**config.mk**
```make
export PLATFORM = sky130hd
export DESIGN_NAME = uart_fifo_controller_flat
export DESIGN_NICKNAME = d
export VERILOG_FILES = /design/src/rtl/uart_fifo_controller_if.sv /design/src/rtl/uart_fifo_controller.sv /design/src/flat_wrapper.sv
export SDC_FILE = /design/constraint.sdc
export NUM_CORES = 1
export LEC_CHECK = 0
export BUFFER_PORTS_ARGS = -buffer_cell sky130_fd_sc_hd__buf_4
export CORE_MARGIN = 2
export CORE_UTILIZATION = 29
export CTS_CLUSTER_DIAMETER = 80
export CTS_CLUSTER_SIZE = 14
export DETAILED_ROUTE_END_ITERATION = 8
export GPL_TIMING_DRIVEN = 1
export PLACE_DENSITY_LB_ADDON = 0.1
export SLEW_MARGIN = 20
export SYNTH_ARGS = -nofsm -noshare
export SYNTH_HDL_FRONTEND = slang
export SYNTH_SLANG_ARGS = --single-unit
```
**constraint.sdc**
```tcl
create_clock -name clk -period 2.8 [get_ports clk]
set_input_delay 0.28 -clock clk [delete_from_list [all_inputs] [get_ports clk]]
set_output_delay 0.28 -clock clk [all_outputs]
set_load 0.02 [all_outputs]
```
**src/rtl/uart_fifo_controller_if.sv**
```systemverilog
`default_nettype none
// +--------------------------------------------------------------------------+
// | Module      : uart_fifo_controller_if                                    |
// | Description : Host-side bus of the UART FIFO controller (FIFO push/pop,  |
// |               occupancy and sticky error flags).                         |
// | Revision    : 1.0 - initial release                                      |
// +--------------------------------------------------------------------------+
interface uart_fifo_controller_if #(
  parameter int WORD_SIZE = 8,
  parameter int TX_DEPTH  = 16,
  parameter int RX_DEPTH  = 16
);
  logic [WORD_SIZE-1:0]       data_in;
  logic                       write_nic;
  logic                       read_nic;
  logic                       clr_err;
  logic [WORD_SIZE-1:0]       data_out;
  logic                       read_nic_i;
  logic                       tx_full;
  logic [$clog2(TX_DEPTH):0]  tx_count;
  logic [$clog2(RX_DEPTH):0]  rx_count;
  logic [3:0]                 err_flags;

  modport master (
    output data_in, write_nic, read_nic, clr_err,
    input  data_out, read_nic_i, tx_full, tx_count, rx_count, err_flags
  );

  modport slave (
    input  data_in, write_nic, read_nic, clr_err,
    output data_out, read_nic_i, tx_full, tx_count, rx_count, err_flags
  );
endinterface
`default_nettype wire

```
**src/rtl/uart_fifo_controller.sv**
```systemverilog
`default_nettype none
// +--------------------------------------------------------------------------+
// | Module      : uart_fifo_controller                                       |
// | Description : UART transmitter/receiver with TX and RX FIFOs and sticky  |
// |               error flags. Define UART_PARITY_EN for even parity.        |
// | Revision    : 1.0 - initial release                                      |
// +--------------------------------------------------------------------------+
module uart_fifo_controller #(
  parameter int WORD_SIZE    = 8,
  parameter int TX_DEPTH     = 16,
  parameter int RX_DEPTH     = 16,
  parameter int CLKS_PER_BIT = 16
) (
  input  wire logic             clk,
  input  wire logic             rst,
  uart_fifo_controller_if.slave bus,
  input  wire logic             rx,
  output logic                  tx
);
  localparam int c_TXAW = $clog2(TX_DEPTH);
  localparam int c_RXAW = $clog2(RX_DEPTH);
  localparam int c_CW   = $clog2(CLKS_PER_BIT);
  localparam int c_BW   = $clog2(WORD_SIZE);
  localparam logic [c_CW-1:0]   c_CLK_LAST = c_CW'(CLKS_PER_BIT - 1);
  localparam logic [c_CW-1:0]   c_CLK_HALF = c_CW'(CLKS_PER_BIT / 2 - 1);
  localparam logic [c_CW-1:0]   c_CLK_ONE  = c_CW'(1);
  localparam logic [c_BW-1:0]   c_BIT_LAST = c_BW'(WORD_SIZE - 1);
  localparam logic [c_BW-1:0]   c_BIT_ONE  = c_BW'(1);
  localparam logic [c_TXAW:0]   c_TX_FULL  = (c_TXAW + 1)'(TX_DEPTH);
  localparam logic [c_RXAW:0]   c_RX_FULL  = (c_RXAW + 1)'(RX_DEPTH);
  localparam logic [c_TXAW:0]   c_TX_ONE   = (c_TXAW + 1)'(1);
  localparam logic [c_RXAW:0]   c_RX_ONE   = (c_RXAW + 1)'(1);

`ifdef UART_PARITY_EN
  typedef enum logic [2:0] {S_IDLE, S_START, S_DATA, S_PARITY, S_STOP} state_t;
`else
  typedef enum logic [2:0] {S_IDLE, S_START, S_DATA, S_STOP} state_t;
`endif

  // ---------------- TX FIFO ----------------
  logic [WORD_SIZE-1:0] tx_mem_q [TX_DEPTH];
  logic [c_TXAW-1:0]    tx_wr_q, tx_rd_q;
  logic [c_TXAW:0]      tx_cnt_q;
  logic                 tx_push, tx_pop;

  assign bus.tx_full  = (tx_cnt_q == c_TX_FULL);
  assign bus.tx_count = tx_cnt_q;
  assign tx_push      = bus.write_nic && !bus.tx_full;

  always_ff @(posedge clk or negedge rst) begin
    if (!rst) begin
      tx_wr_q  <= '0;
      tx_rd_q  <= '0;
      tx_cnt_q <= '0;
    end else begin
      if (tx_push) tx_wr_q <= tx_wr_q + c_TXAW'(1);
      if (tx_pop)  tx_rd_q <= tx_rd_q + c_TXAW'(1);
      case ({tx_push, tx_pop})
        2'b10:   tx_cnt_q <= tx_cnt_q + c_TX_ONE;
        2'b01:   tx_cnt_q <= tx_cnt_q - c_TX_ONE;
        default: tx_cnt_q <= tx_cnt_q;
      endcase
    end
  end

  // ---------------- TX FSM ----------------
  state_t               tx_state_q, tx_state_d;
  logic [c_CW-1:0]      tx_clk_q, tx_clk_d;
  logic [c_BW-1:0]      tx_bit_q, tx_bit_d;
  logic [WORD_SIZE-1:0] tx_shift_q, tx_shift_d;
  logic                 tx_q, tx_d;
  logic                 tx_tick, tx_load;
`ifdef UART_PARITY_EN
  logic                 tx_par_q, tx_par_d;
`endif

  assign tx = tx_q;

  always_ff @(posedge clk or negedge rst) begin
    if (!rst) begin
      tx_state_q <= S_IDLE;
      tx_clk_q   <= '0;
      tx_bit_q   <= '0;
      tx_shift_q <= '0;
      tx_q       <= 1'b1;
`ifdef UART_PARITY_EN
      tx_par_q   <= 1'b0;
`endif
    end else begin
      tx_state_q <= tx_state_d;
      tx_clk_q   <= tx_clk_d;
      tx_bit_q   <= tx_bit_d;
      tx_shift_q <= tx_shift_d;
      tx_q       <= tx_d;
`ifdef UART_PARITY_EN
      tx_par_q   <= tx_par_d;
`endif
    end
  end

  always_comb begin
    tx_state_d = tx_state_q;
    tx_clk_d   = tx_clk_q;
    tx_bit_d   = tx_bit_q;
    tx_shift_d = tx_shift_q;
    tx_d       = tx_q;
    tx_load    = 1'b0;
`ifdef UART_PARITY_EN
    tx_par_d   = tx_par_q;
`endif
    tx_tick    = (tx_clk_q == c_CLK_LAST);
    tx_clk_d   = tx_tick ? '0 : tx_clk_q + c_CLK_ONE;
    case (tx_state_q)
      S_IDLE: begin
        tx_clk_d = '0;
        tx_load  = (tx_cnt_q != '0);
      end
      S_START: if (tx_tick) begin
        tx_state_d = S_DATA;
        tx_bit_d   = '0;
        tx_d       = tx_shift_q[0];
      end
      S_DATA: if (tx_tick) begin
        if (tx_bit_q == c_BIT_LAST) begin
`ifdef UART_PARITY_EN
          tx_state_d = S_PARITY;
          tx_d       = tx_par_q;
`else
          tx_state_d = S_STOP;
          tx_d       = 1'b1;
`endif
        end else begin
          tx_bit_d   = tx_bit_q + c_BIT_ONE;
          tx_shift_d = tx_shift_q >> 1;
          tx_d       = tx_shift_q[1];
        end
      end
`ifdef UART_PARITY_EN
      S_PARITY: if (tx_tick) begin
        tx_state_d = S_STOP;
        tx_d       = 1'b1;
      end
`endif
      S_STOP: if (tx_tick) begin
        tx_state_d = S_IDLE;
        tx_load    = (tx_cnt_q != '0);
      end
      default: tx_state_d = S_IDLE;
    endcase
    // Loading from IDLE or straight out of STOP gives back-to-back frames
    if (tx_load) begin
      tx_state_d = S_START;
      tx_clk_d   = '0;
      tx_shift_d = tx_mem_q[tx_rd_q];
      tx_d       = 1'b0;
`ifdef UART_PARITY_EN
      tx_par_d   = ^tx_mem_q[tx_rd_q];
`endif
    end
    tx_pop = tx_load;
  end

  // ---------------- RX synchroniser and FSM ----------------
  logic                 rx_s1_q, rx_s2_q;
  state_t               rx_state_q, rx_state_d;
  logic [c_CW-1:0]      rx_clk_q, rx_clk_d;
  logic [c_BW-1:0]      rx_bit_q, rx_bit_d;
  logic [WORD_SIZE-1:0] rx_shift_q, rx_shift_d;
  logic                 rx_brk_q, rx_brk_d;
  logic                 rx_tick, rx_push, rx_full, ev_frame, ev_ovf;
`ifdef UART_PARITY_EN
  logic                 rx_perr_q, rx_perr_d, ev_par;
`endif

  always_ff @(posedge clk or negedge rst) begin
    if (!rst) begin
      rx_s1_q    <= 1'b1;
      rx_s2_q    <= 1'b1;
      rx_state_q <= S_IDLE;
      rx_clk_q   <= '0;
      rx_bit_q   <= '0;
      rx_shift_q <= '0;
      rx_brk_q   <= 1'b0;
`ifdef UART_PARITY_EN
      rx_perr_q  <= 1'b0;
`endif
    end else begin
      rx_s1_q    <= rx;
      rx_s2_q    <= rx_s1_q;
      rx_state_q <= rx_state_d;
      rx_clk_q   <= rx_clk_d;
      rx_bit_q   <= rx_bit_d;
      rx_shift_q <= rx_shift_d;
      rx_brk_q   <= rx_brk_d;
`ifdef UART_PARITY_EN
      rx_perr_q  <= rx_perr_d;
`endif
    end
  end

  always_comb begin
    rx_state_d = rx_state_q;
    rx_bit_d   = rx_bit_q;
    rx_shift_d = rx_shift_q;
    rx_brk_d   = rx_brk_q;
    rx_push    = 1'b0;
    ev_frame   = 1'b0;
    ev_ovf     = 1'b0;
`ifdef UART_PARITY_EN
    rx_perr_d  = rx_perr_q;
    ev_par     = 1'b0;
`endif
    rx_tick    = (rx_clk_q == c_CLK_LAST);
    rx_clk_d   = rx_tick ? '0 : rx_clk_q + c_CLK_ONE;
    case (rx_state_q)
      S_IDLE: begin
        rx_clk_d = '0;
        rx_bit_d = '0;
        if (!rx_s2_q) rx_state_d = S_START;
      end
      S_START: if (rx_clk_q == c_CLK_HALF) begin
        rx_clk_d   = '0;
        rx_state_d = rx_s2_q ? S_IDLE : S_DATA;
      end
      S_DATA: if (rx_tick) begin
        rx_shift_d = {rx_s2_q, rx_shift_q[WORD_SIZE-1:1]};
        if (rx_bit_q == c_BIT_LAST) begin
          rx_bit_d = '0;
`ifdef UART_PARITY_EN
          rx_state_d = S_PARITY;
`else
          rx_state_d = S_STOP;
`endif
        end else begin
          rx_bit_d = rx_bit_q + c_BIT_ONE;
        end
      end
`ifdef UART_PARITY_EN
      S_PARITY: if (rx_tick) begin
        rx_perr_d  = rx_s2_q ^ (^rx_shift_q);
        rx_state_d = S_STOP;
      end
`endif
      S_STOP: begin
        // After a framing error, hold here until the line returns high
        if (rx_brk_q) begin
          rx_clk_d = '0;
          if (rx_s2_q) begin
            rx_brk_d   = 1'b0;
            rx_state_d = S_IDLE;
          end
        end else if (rx_tick) begin
          if (!rx_s2_q) begin
            ev_frame = 1'b1;
            rx_brk_d = 1'b1;
          end else begin
            rx_state_d = S_IDLE;
`ifdef UART_PARITY_EN
            if (rx_perr_q) ev_par = 1'b1;
            else
`endif
            if (rx_full) ev_ovf = 1'b1;
            else         rx_push = 1'b1;
          end
        end
      end
      default: rx_state_d = S_IDLE;
    endcase
  end

  // ---------------- RX FIFO ----------------
  logic [WORD_SIZE-1:0] rx_mem_q [RX_DEPTH];
  logic [c_RXAW-1:0]    rx_wr_q, rx_rd_q;
  logic [c_RXAW:0]      rx_cnt_q;
  logic [WORD_SIZE-1:0] data_out_q;
  logic                 rx_pop;

  assign rx_full        = (rx_cnt_q == c_RX_FULL);
  assign bus.read_nic_i = (rx_cnt_q != '0);
  assign bus.rx_count   = rx_cnt_q;
  assign bus.data_out   = data_out_q;
  assign rx_pop         = bus.read_nic && bus.read_nic_i;

  always_ff @(posedge clk or negedge rst) begin
    if (!rst) begin
      rx_wr_q    <= '0;
      rx_rd_q    <= '0;
      rx_cnt_q   <= '0;
      data_out_q <= '0;
    end else begin
      if (rx_push) rx_wr_q <= rx_wr_q + c_RXAW'(1);
      if (rx_pop) begin
        rx_rd_q    <= rx_rd_q + c_RXAW'(1);
        data_out_q <= rx_mem_q[rx_rd_q];
      end
      case ({rx_push, rx_pop})
        2'b10:   rx_cnt_q <= rx_cnt_q + c_RX_ONE;
        2'b01:   rx_cnt_q <= rx_cnt_q - c_RX_ONE;
        default: rx_cnt_q <= rx_cnt_q;
      endcase
    end
  end

  always_ff @(posedge clk) begin
    if (tx_push) tx_mem_q[tx_wr_q] <= bus.data_in;
    if (rx_push) rx_mem_q[rx_wr_q] <= rx_shift_q;
  end

  // ---------------- Sticky errors: a same-edge event beats clr_err ----------
  logic [3:0] err_q, err_d;

  always_comb begin
    err_d    = bus.clr_err ? 4'b0000 : err_q;
    err_d[0] = err_d[0] | (bus.write_nic & bus.tx_full);
    err_d[1] = err_d[1] | ev_ovf;
    err_d[2] = err_d[2] | ev_frame;
`ifdef UART_PARITY_EN
    err_d[3] = err_d[3] | ev_par;
`else
    err_d[3] = 1'b0;
`endif
  end

  always_ff @(posedge clk or negedge rst) begin
    if (!rst) err_q <= 4'b0000;
    else      err_q <= err_d;
  end

  assign bus.err_flags = err_q;

endmodule
`default_nettype wire

```
**src/flat_wrapper.sv**
```systemverilog
// flat-port wrapper written by rule: the top's interface ports become plain ports
module uart_fifo_controller_flat 
#(
  parameter int WORD_SIZE    = 8,
  parameter int TX_DEPTH     = 16,
  parameter int RX_DEPTH     = 16,
  parameter int CLKS_PER_BIT = 16
)
  (clk, rst, rx, tx, bus_data_in, bus_write_nic, bus_read_nic, bus_clr_err, bus_data_out, bus_read_nic_i, bus_tx_full, bus_tx_count, bus_rx_count, bus_err_flags);
  uart_fifo_controller_if #(.WORD_SIZE(WORD_SIZE), .TX_DEPTH(TX_DEPTH), .RX_DEPTH(RX_DEPTH)) bus_i ();
  input  wire logic clk;
  input  wire logic rst;
  input  wire logic rx;
  output logic tx;
  input wire logic [$bits(bus_i.data_in)-1:0] bus_data_in;
  input wire logic [$bits(bus_i.write_nic)-1:0] bus_write_nic;
  input wire logic [$bits(bus_i.read_nic)-1:0] bus_read_nic;
  input wire logic [$bits(bus_i.clr_err)-1:0] bus_clr_err;
  output wire logic [$bits(bus_i.data_out)-1:0] bus_data_out;
  output wire logic [$bits(bus_i.read_nic_i)-1:0] bus_read_nic_i;
  output wire logic [$bits(bus_i.tx_full)-1:0] bus_tx_full;
  output wire logic [$bits(bus_i.tx_count)-1:0] bus_tx_count;
  output wire logic [$bits(bus_i.rx_count)-1:0] bus_rx_count;
  output wire logic [$bits(bus_i.err_flags)-1:0] bus_err_flags;
  assign bus_i.data_in = bus_data_in;
  assign bus_i.write_nic = bus_write_nic;
  assign bus_i.read_nic = bus_read_nic;
  assign bus_i.clr_err = bus_clr_err;
  assign bus_data_out = bus_i.data_out;
  assign bus_read_nic_i = bus_i.read_nic_i;
  assign bus_tx_full = bus_i.tx_full;
  assign bus_tx_count = bus_i.tx_count;
  assign bus_rx_count = bus_i.rx_count;
  assign bus_err_flags = bus_i.err_flags;
  uart_fifo_controller #(.WORD_SIZE(WORD_SIZE), .TX_DEPTH(TX_DEPTH), .RX_DEPTH(RX_DEPTH), .CLKS_PER_BIT(CLKS_PER_BIT)) u_core (.clk(clk), .rst(rst), .bus(bus_i), .rx(rx), .tx(tx));
endmodule
```
==> results of run 1 <==
## final timing paths
| kind | from | to | cells after the start |
|---|---|---|---|
| max | u_core.rx_clk_q[0] | u_core.bus.rx_count[4] | 10 |
| min | bus_data_in[7] | u_core.tx_mem_q[2][7] | 1 |
| max reg2reg | u_core.rx_clk_q[0] | u_core.bus.rx_count[4] | 10 |
| min reg2reg | u_core.rx_s1_q | u_core.rx_s2_q | 0 |
| max in group asynchronous | rst | u_core.rx_s1_q | 3 |
| min in group asynchronous | rst | u_core.bus.data_out[4] | 2 |
## flip-flops by register name (all words and copies together), names as in the netlist, 2 cells and up
name	count
u_core.rx_rd_q	4
u_core.bus.data_out	8
u_core.tx_rd_q	4
u_core.rx_clk_q	4
u_core.tx_clk_q	4
u_core.tx_state_q	2
u_core.tx_mem_q	128
u_core.bus.err_flags	3
u_core.tx_wr_q	4
u_core.rx_bit_q	3
u_core.bus.rx_count	5
u_core.rx_mem_q	128
u_core.bus.tx_count	5
u_core.tx_shift_q	8
u_core.rx_state_q	2
u_core.tx_bit_q	3
u_core.rx_shift_q	8
u_core.rx_wr_q	4
## placed cells by master, fill, tap and decap left out, drive strengths merged, types with 17 or more instances in the layout
| cell type | n |
|---|---|
| a211oi | 17 |
| buf | 90 |
| clkbuf | 49 |
| dfrtp | 72 |
| edfxtp | 256 |
| ha | 29 |
| inv | 24 |
| mux2i | 30 |
| mux4 | 64 |
| nand2 | 29 |
| nor2 | 32 |
| o21ai | 17 |
| xnor2 | 18 |
## metrics by stage
step	hold slack [ns]	instance area [µm²]	setup slack, ns
6_report	0.05148	15870	0.1512
5_1_grt	0.05585	15870	0.004678
4_1_cts	0.03788	15870	0.1123
3_5_place_dp	0.3238	15000	0.1242
3_3_place_gp	0.3315	14990	0.1253
2_1_floorplan	-0.01559	13710	0.008296
## power by group
part,internal [mW],switching (mW),leakage [nW]
Combinational,1.26,1.42,1.93
Sequential,5.94,0.649,3.23
Clock,1.96,1.74,0.396
Total,9.16,3.81,5.55
## per-layer routing
| layer | wire (µm) | up-vias | track usage [%] |
|---|---|---|---|
| li1 | - | 3206 | - |
| met1 | 13030 | 3629 | 15.90 |
| met2 | 16630 | 84 | 23.48 |
| met3 | 939 | 35 | 1.886 |
| met4 | 525 | 0 | 2.641 |
| met5 | 0 | - | 0 |
## timing repair
item / CTS / global route
hold endpoints to repair: 38 / 0
setup endpoints to repair: 0 / 1
buffers inserted: 0 / 0
hold buffers: 4 / 0
resized for setup: 0 / 1
## final cells by class
cell class,instances,area (µm²),share of cell area [%]
Sequential cell,331,9574,60.31
Multi-Input combinational cell,381,3869,24.37
Clock buffer,49,810.8,5.108
Tap cell,607,759.5,4.784
Timing Repair Buffer,94,753.2,4.745
Inverter,22,85.08,0.5360
Clock inverter,3,22.52,0.1419
## cells by family (layout without fill, tap and decap cells)
group / Yosys count / count (layout) / share of synthesized area, %
multiplexers: 104 / 104 / 13.54
flip-flops: 331 / 331 / 69.89
AO/OA/AOI/OAI: 96 / 96 / 5.301
other: 1 / 1 / 0.02739
buffers and inverters: 59 / 168 / 2.020
adder cells (fa/ha/maj): 30 / 30 / 2.797
XOR/XNOR: 24 / 24 / 1.535
AND/OR/NAND/NOR: 126 / 126 / 4.889
==> impl_results.md, run 1 <==
- Final-report setup violation count: 0
- Synth area leaders: edfxtp_1 (56%), dfrtp_1 (13%), mux4_2 (11%)
- 1st-iter DRT viols: 387
- CTS sink cnt: 331
- Crit path time final: 2.649 ns
- Critical-path cell list: ha_2, nand3_4, a2111oi_4, inv_4, ha_2, fa_1, a21o_1, a21oi_1, mux2i_1, xnor2_1
- Total wire length: 31,130 µm
- Share of layout cells above drive strength 1: 25.34%
- Synth Instances: 771
- Clock input transition at the sequential cells of the worst setup and hold paths: 0.07 ns
- Crit start category: flop
- Overall routing resource usage: 12.78%
- DRC viols: 0
- Crit Path Category: flop to flop
- Period Utilization, post-route: 94.60%
- Critical path capture point type: flop
- Power Total: 12.97 mW
- Placed insts: 1,431
- Worst Max-Slew Pin Slew: 0.9842 ns
- CP top delay family: adder cells
- Worst path most repeated cell: ha_2
- Syn Std Cell Area: 0.01369 mm²
- Top-count cell post-synth: edfxtp_1
- PwrDens: 816.8 mW/mm²
- Number of synthesized register bits: 331
- Antenna violations before repair: 0
- Nets: 902
- Num rows: 79
- Via/cell ratio: 4.677
- Cts bufs inserted: 28
- Synth warnings: 0
- Reg2Reg Setup Slack: 0.15 ns
- Avg Inst Size Synth: 17.76 µm²
- Ports: 39
- First-pass GRT wire length: 48,080 µm
- Via count: 6,954
- Area grow syn2layout: 15.95%
- CP max FO: 6
- Netlist cell types: 66
- Util after Layout: 34.10%
- Max-slew headroom: 34.39%
- Die height: 221.3 µm
- CP Buf/Inv Count: 1
- Clock Latency Late Sink: 0.56 ns
- CTS tree: yes
- Wire per inst: 20.93 µm
- Final global-route overflow total: 0
- Net Count, Synth: 815
- CTS max path bufs: 3
- Synth area leader: edfxtp_1
- DP Wirelength: 21,350 µm
- Gpl congestion: 0.7273
- Critical path data arrival time: 3.13 ns
- Final Hold Fails: 0
- H-tree levels: 1
- Die W: 221.3 µm
- Post-synthesis sequential area ratio: 69.89%
- Primary FF master, synth: edfxtp_1
- Starting Density: 29.41%
- Vias in the first global route: 7,663
- Placeable Area: 0.04656 mm²
- Post-synth EDFFs: 256
- N_diodes: 0
- Fmax: 377.5 MHz
- Fill cells: 4,397
- Leakage power: 5.552 nW
- Detail Route Antenna Nets: 0
- Synth top area share: 56.15%
- Most frequent cells after synthesis: edfxtp_1 (256), dfrtp_1 (72), mux4_2 (64)
- Slowest stage cell, crit path: a2111oi_4
- RSZ-0062 raised after global routing: false
- Worst VDD drop: 448.2 µV
- Synth async-reset ratio: 22.66%
- Drt first pass iters: 6
- Required @ worst endpoint: 3.28 ns
- Slew Viols, Final: 0
- Setup Skew: 0.01351 ns
- Largest net degree at the start of global routing: 40
- Status: complete, no violations
- Class of the worst hold path: primary input to flop
- CP peak stage delay: 0.42 ns
- Final Non-Filler Cells: 1,487
- Port bufs: 37
- Root buffer cell: clkbuf_16
- Setup tns final: 0 ns
- Full die area: 0.04896 mm²
- Max_cap viols: 0
(Power assumes the default switching activity.)
==> run 2: changes to the inputs <==
--- a/config.mk
+++ b/config.mk
@@ -8,6 +8,7 @@
 export BUFFER_PORTS_ARGS = -buffer_cell sky130_fd_sc_hd__buf_4
 export CORE_MARGIN = 2
 export CORE_UTILIZATION = 29
+export CTS_BUF_LIST = sky130_fd_sc_hd__clkbuf_2 sky130_fd_sc_hd__clkbuf_4 sky130_fd_sc_hd__clkbuf_8
 export CTS_CLUSTER_DIAMETER = 80
 export CTS_CLUSTER_SIZE = 14
 export DETAILED_ROUTE_END_ITERATION = 8
==> impl_results.md, run 2 (synthesized netlist as in run 1, its figures left out) <==
- Share of layout cells above drive strength 1: 27.28% (+1.9 points)
- Root buffer cell: clkbuf_8
- Area grow syn2layout: 14.60%
- Die height: 221.3 µm (unchanged)
- Full die area: 0.04896 mm² (unchanged)
- Slew Viols, Final: 0 (unchanged)
- Worst VDD drop: 452.7 µV (+1.0%)
- Final-report setup violation count: 0 (unchanged)
- R2r startpoint: u_core.bus.rx_count[1]
- Via count: 6,985 (+0.45%)
- Nets: 909 (+0.78%)
- Final Hold Fails: 0 (unchanged)
- 1st-iter DRT viols: 402 (+3.9%)
- First-pass GRT wire length: 47,980 µm (-0.22%)
- Worst r2r path cells: 9 (-1)
- Hold_sp: bus_data_in[2]
- Max-slew headroom: 36.20% (+1.8 points)
- Required @ worst endpoint: 3.32 ns (+0.04 ns)
- DRC viols: 0 (unchanged)
- Crit. Startpoint: u_core.bus.rx_count[1]
- RSZ-0062 raised after global routing: false
- Critical path data arrival time: 3.18 ns (+0.05 ns)
- Ports: 39 (unchanged)
- Place WS: 0.1242 ns (unchanged)
- Reg2Reg Setup Slack: 0.14 ns (about the same)
- Commonest non-fill, non-tap cell in the layout: edfxtp_1
- Sequential share of power: 54.2% (+3.4 points)
- Overall routing resource usage: 12.76% (-0.022 points)
- Max_cap viols: 0 (unchanged)
- Worst Hold Depth: 1 (unchanged)
- Postcts setup bufs: 0 (unchanged)
- Clock input transition at the sequential cells of the worst setup and hold paths: 0.10 ns (+0.03 ns)
- Regs by FF count: u_core.rx_mem_q (128), u_core.tx_mem_q (128)
- Via/cell ratio: 4.675 (about the same)
- Clock Latency Late Sink: 0.60 ns (+0.04 ns)
- Fmax: 376.2 MHz (-0.35%)
- Most frequent cells in the layout: edfxtp_1 (256), buf_4 (87), dfrtp_1 (67)
- Gpl congestion: 0.7273 (unchanged)
- Comb power frac: 22.1% (+1.4 points)
- Vias in the first global route: 7,630 (-0.43%)
- Leakage power: 5.497 nW (-0.98%)
- Setup ws final: 0.1419 ns (-0.009315 ns)
- Setup tns final: 0 ns (unchanged)
- PwrDens: 772.8 mW/mm² (-5.4%)
- Setup Skew: 0.02191 ns (+0.008397 ns)
- Largest net degree at the start of global routing: 40 (unchanged)
- Internal power: 8.448 mW (-7.7%)
- Antenna violations before repair: 0 (unchanged)
- Worst Max-Slew Pin Slew: 0.9569 ns (-0.02728 ns)
- Crit path time final: 2.658 ns (+0.009315 ns)
- Final global-route overflow total: 0 (unchanged)
- N_diodes: 0 (unchanged)
- Die W: 221.3 µm (unchanged)
- CTS max path bufs: 3 (unchanged)
- Placeable Area: 0.04656 mm² (unchanged)
- Min-Delay Endpoint: u_core.tx_mem_q[0][2]
- CP max FO: 6 (unchanged)
- Cts bufs inserted: 28 (unchanged)
- Period Utilization, post-route: 94.93% (+0.33 points)
- Port bufs: 37 (unchanged)
- Detail Route Antenna Nets: 0 (unchanged)
- H-tree levels: 1 (unchanged)
- Class of the worst hold path: primary input to flop
- DP Wirelength: 21,350 µm (unchanged)
- Reg2reg end: u_core.bus.rx_count[4]
- Status: complete, no violations
- Starting Density: 29.41% (unchanged)
- Total wire length: 31,140 µm (about the same)
- Sw Share: 30.32% (+0.94 points)
- Switching power: 3.676 mW (-3.5%)
- Drt first pass iters: 6 (unchanged)
- Clk network pwr share: 23.6% (-4.9 points)
- CTS sink cnt: 331 (unchanged)
- CTS tree: yes
- Power Total: 12.12 mW (-6.5%)
- Critical path capture point type: flop
- Num rows: 79 (unchanged)
- Wire per inst: 20.84 µm (-0.43%)
- Crit start category: flop
- Crit Path Category: flop to flop
run 2: cell count changes in the layout (fill, tap and decap cells not counted), sizes merged:
cell / delta
dlygate4sd3: +7
run 2: per-layer routing:
metal | vias up | share of wire (%) | track usage (%)
li1 | 3210 | - | -
met1 | 3660 | 42 | 15.93
met2 | 81 | 53 | 23.41
met3 | 34 | 2.7 | 1.925
met4 | 0 | 1.7 | 2.490
met5 | - | 0 | 0
run 2: layout make-up:
type | count | area [µm²]
fill | 4420 | 30870
sequential | 331 | 9574
multi-input combinational | 381 | 3869
timing repair buffer | 101 | 823.3
tap | 607 | 759.5
clock buffer | 49 | 555.5
inverter | 22 | 85.08
clock inverter | 3 | 22.52
run 2: worst max-delay path by stage:
stage                        endpoint  slack, ns  depth (start not counted)
6_report       u_core.bus.rx_count[4]       0.14                          9
5_1_grt        u_core.bus.rx_count[4]       0.03                          9
4_1_cts        u_core.bus.rx_count[4]       0.11                         10
3_5_place_dp   u_core.bus.rx_count[4]       0.12                         10
3_3_place_gp    u_core.tx_mem_q[3][0]       0.13                          5
2_1_floorplan  u_core.bus.rx_count[4]      0.008                          9
run 2: critical path, stage by stage, from the launching register on:
cell and delay (ns):
dfrtp_2 0.41, or4_1 0.57, o21ai_4 0.17, inv_1 0.07, ha_2 0.23, fa_1 0.40, a21o_1 0.17, a21oi_1 0.18
mux2i_1 0.24, xnor2_1 0.14
run 2: stage by stage:
step | hold slack [ns] | utilization, % | instances | instance area [µm²]
6_report | 0.04332 | 33.70 | 1494 | 15690
5_1_grt | 0.002309 | 33.70 | 1494 | 15690
4_1_cts | 0.007392 | 33.69 | 1494 | 15690
3_5_place_dp | 0.3238 | 32.22 | 1431 | 15000
3_3_place_gp | 0.3315 | 32.19 | 1431 | 14990
2_1_floorplan | -0.01559 | - | 771 | 13710
run 2: power groups by stage:
stage	Clock, mW	Combinational, mW	Sequential, mW
final	2.86	2.69	6.57
after global routing	3.19	2.94	6.66
after CTS	3.01	2.77	6.59
after detailed placement	0	2.74	6.70
after global placement	0	2.68	6.64
after floorplan	0	1.70	6.52
run 2: repair_timing:
| action | CTS | global route |
|---|---|---|
| hold buffers | 11 | 0 |
| setup endpoints to repair | 0 | 1 |
| gates resized for setup | 0 | 1 |
| endpoints found under the hold margin | 126 | 0 |
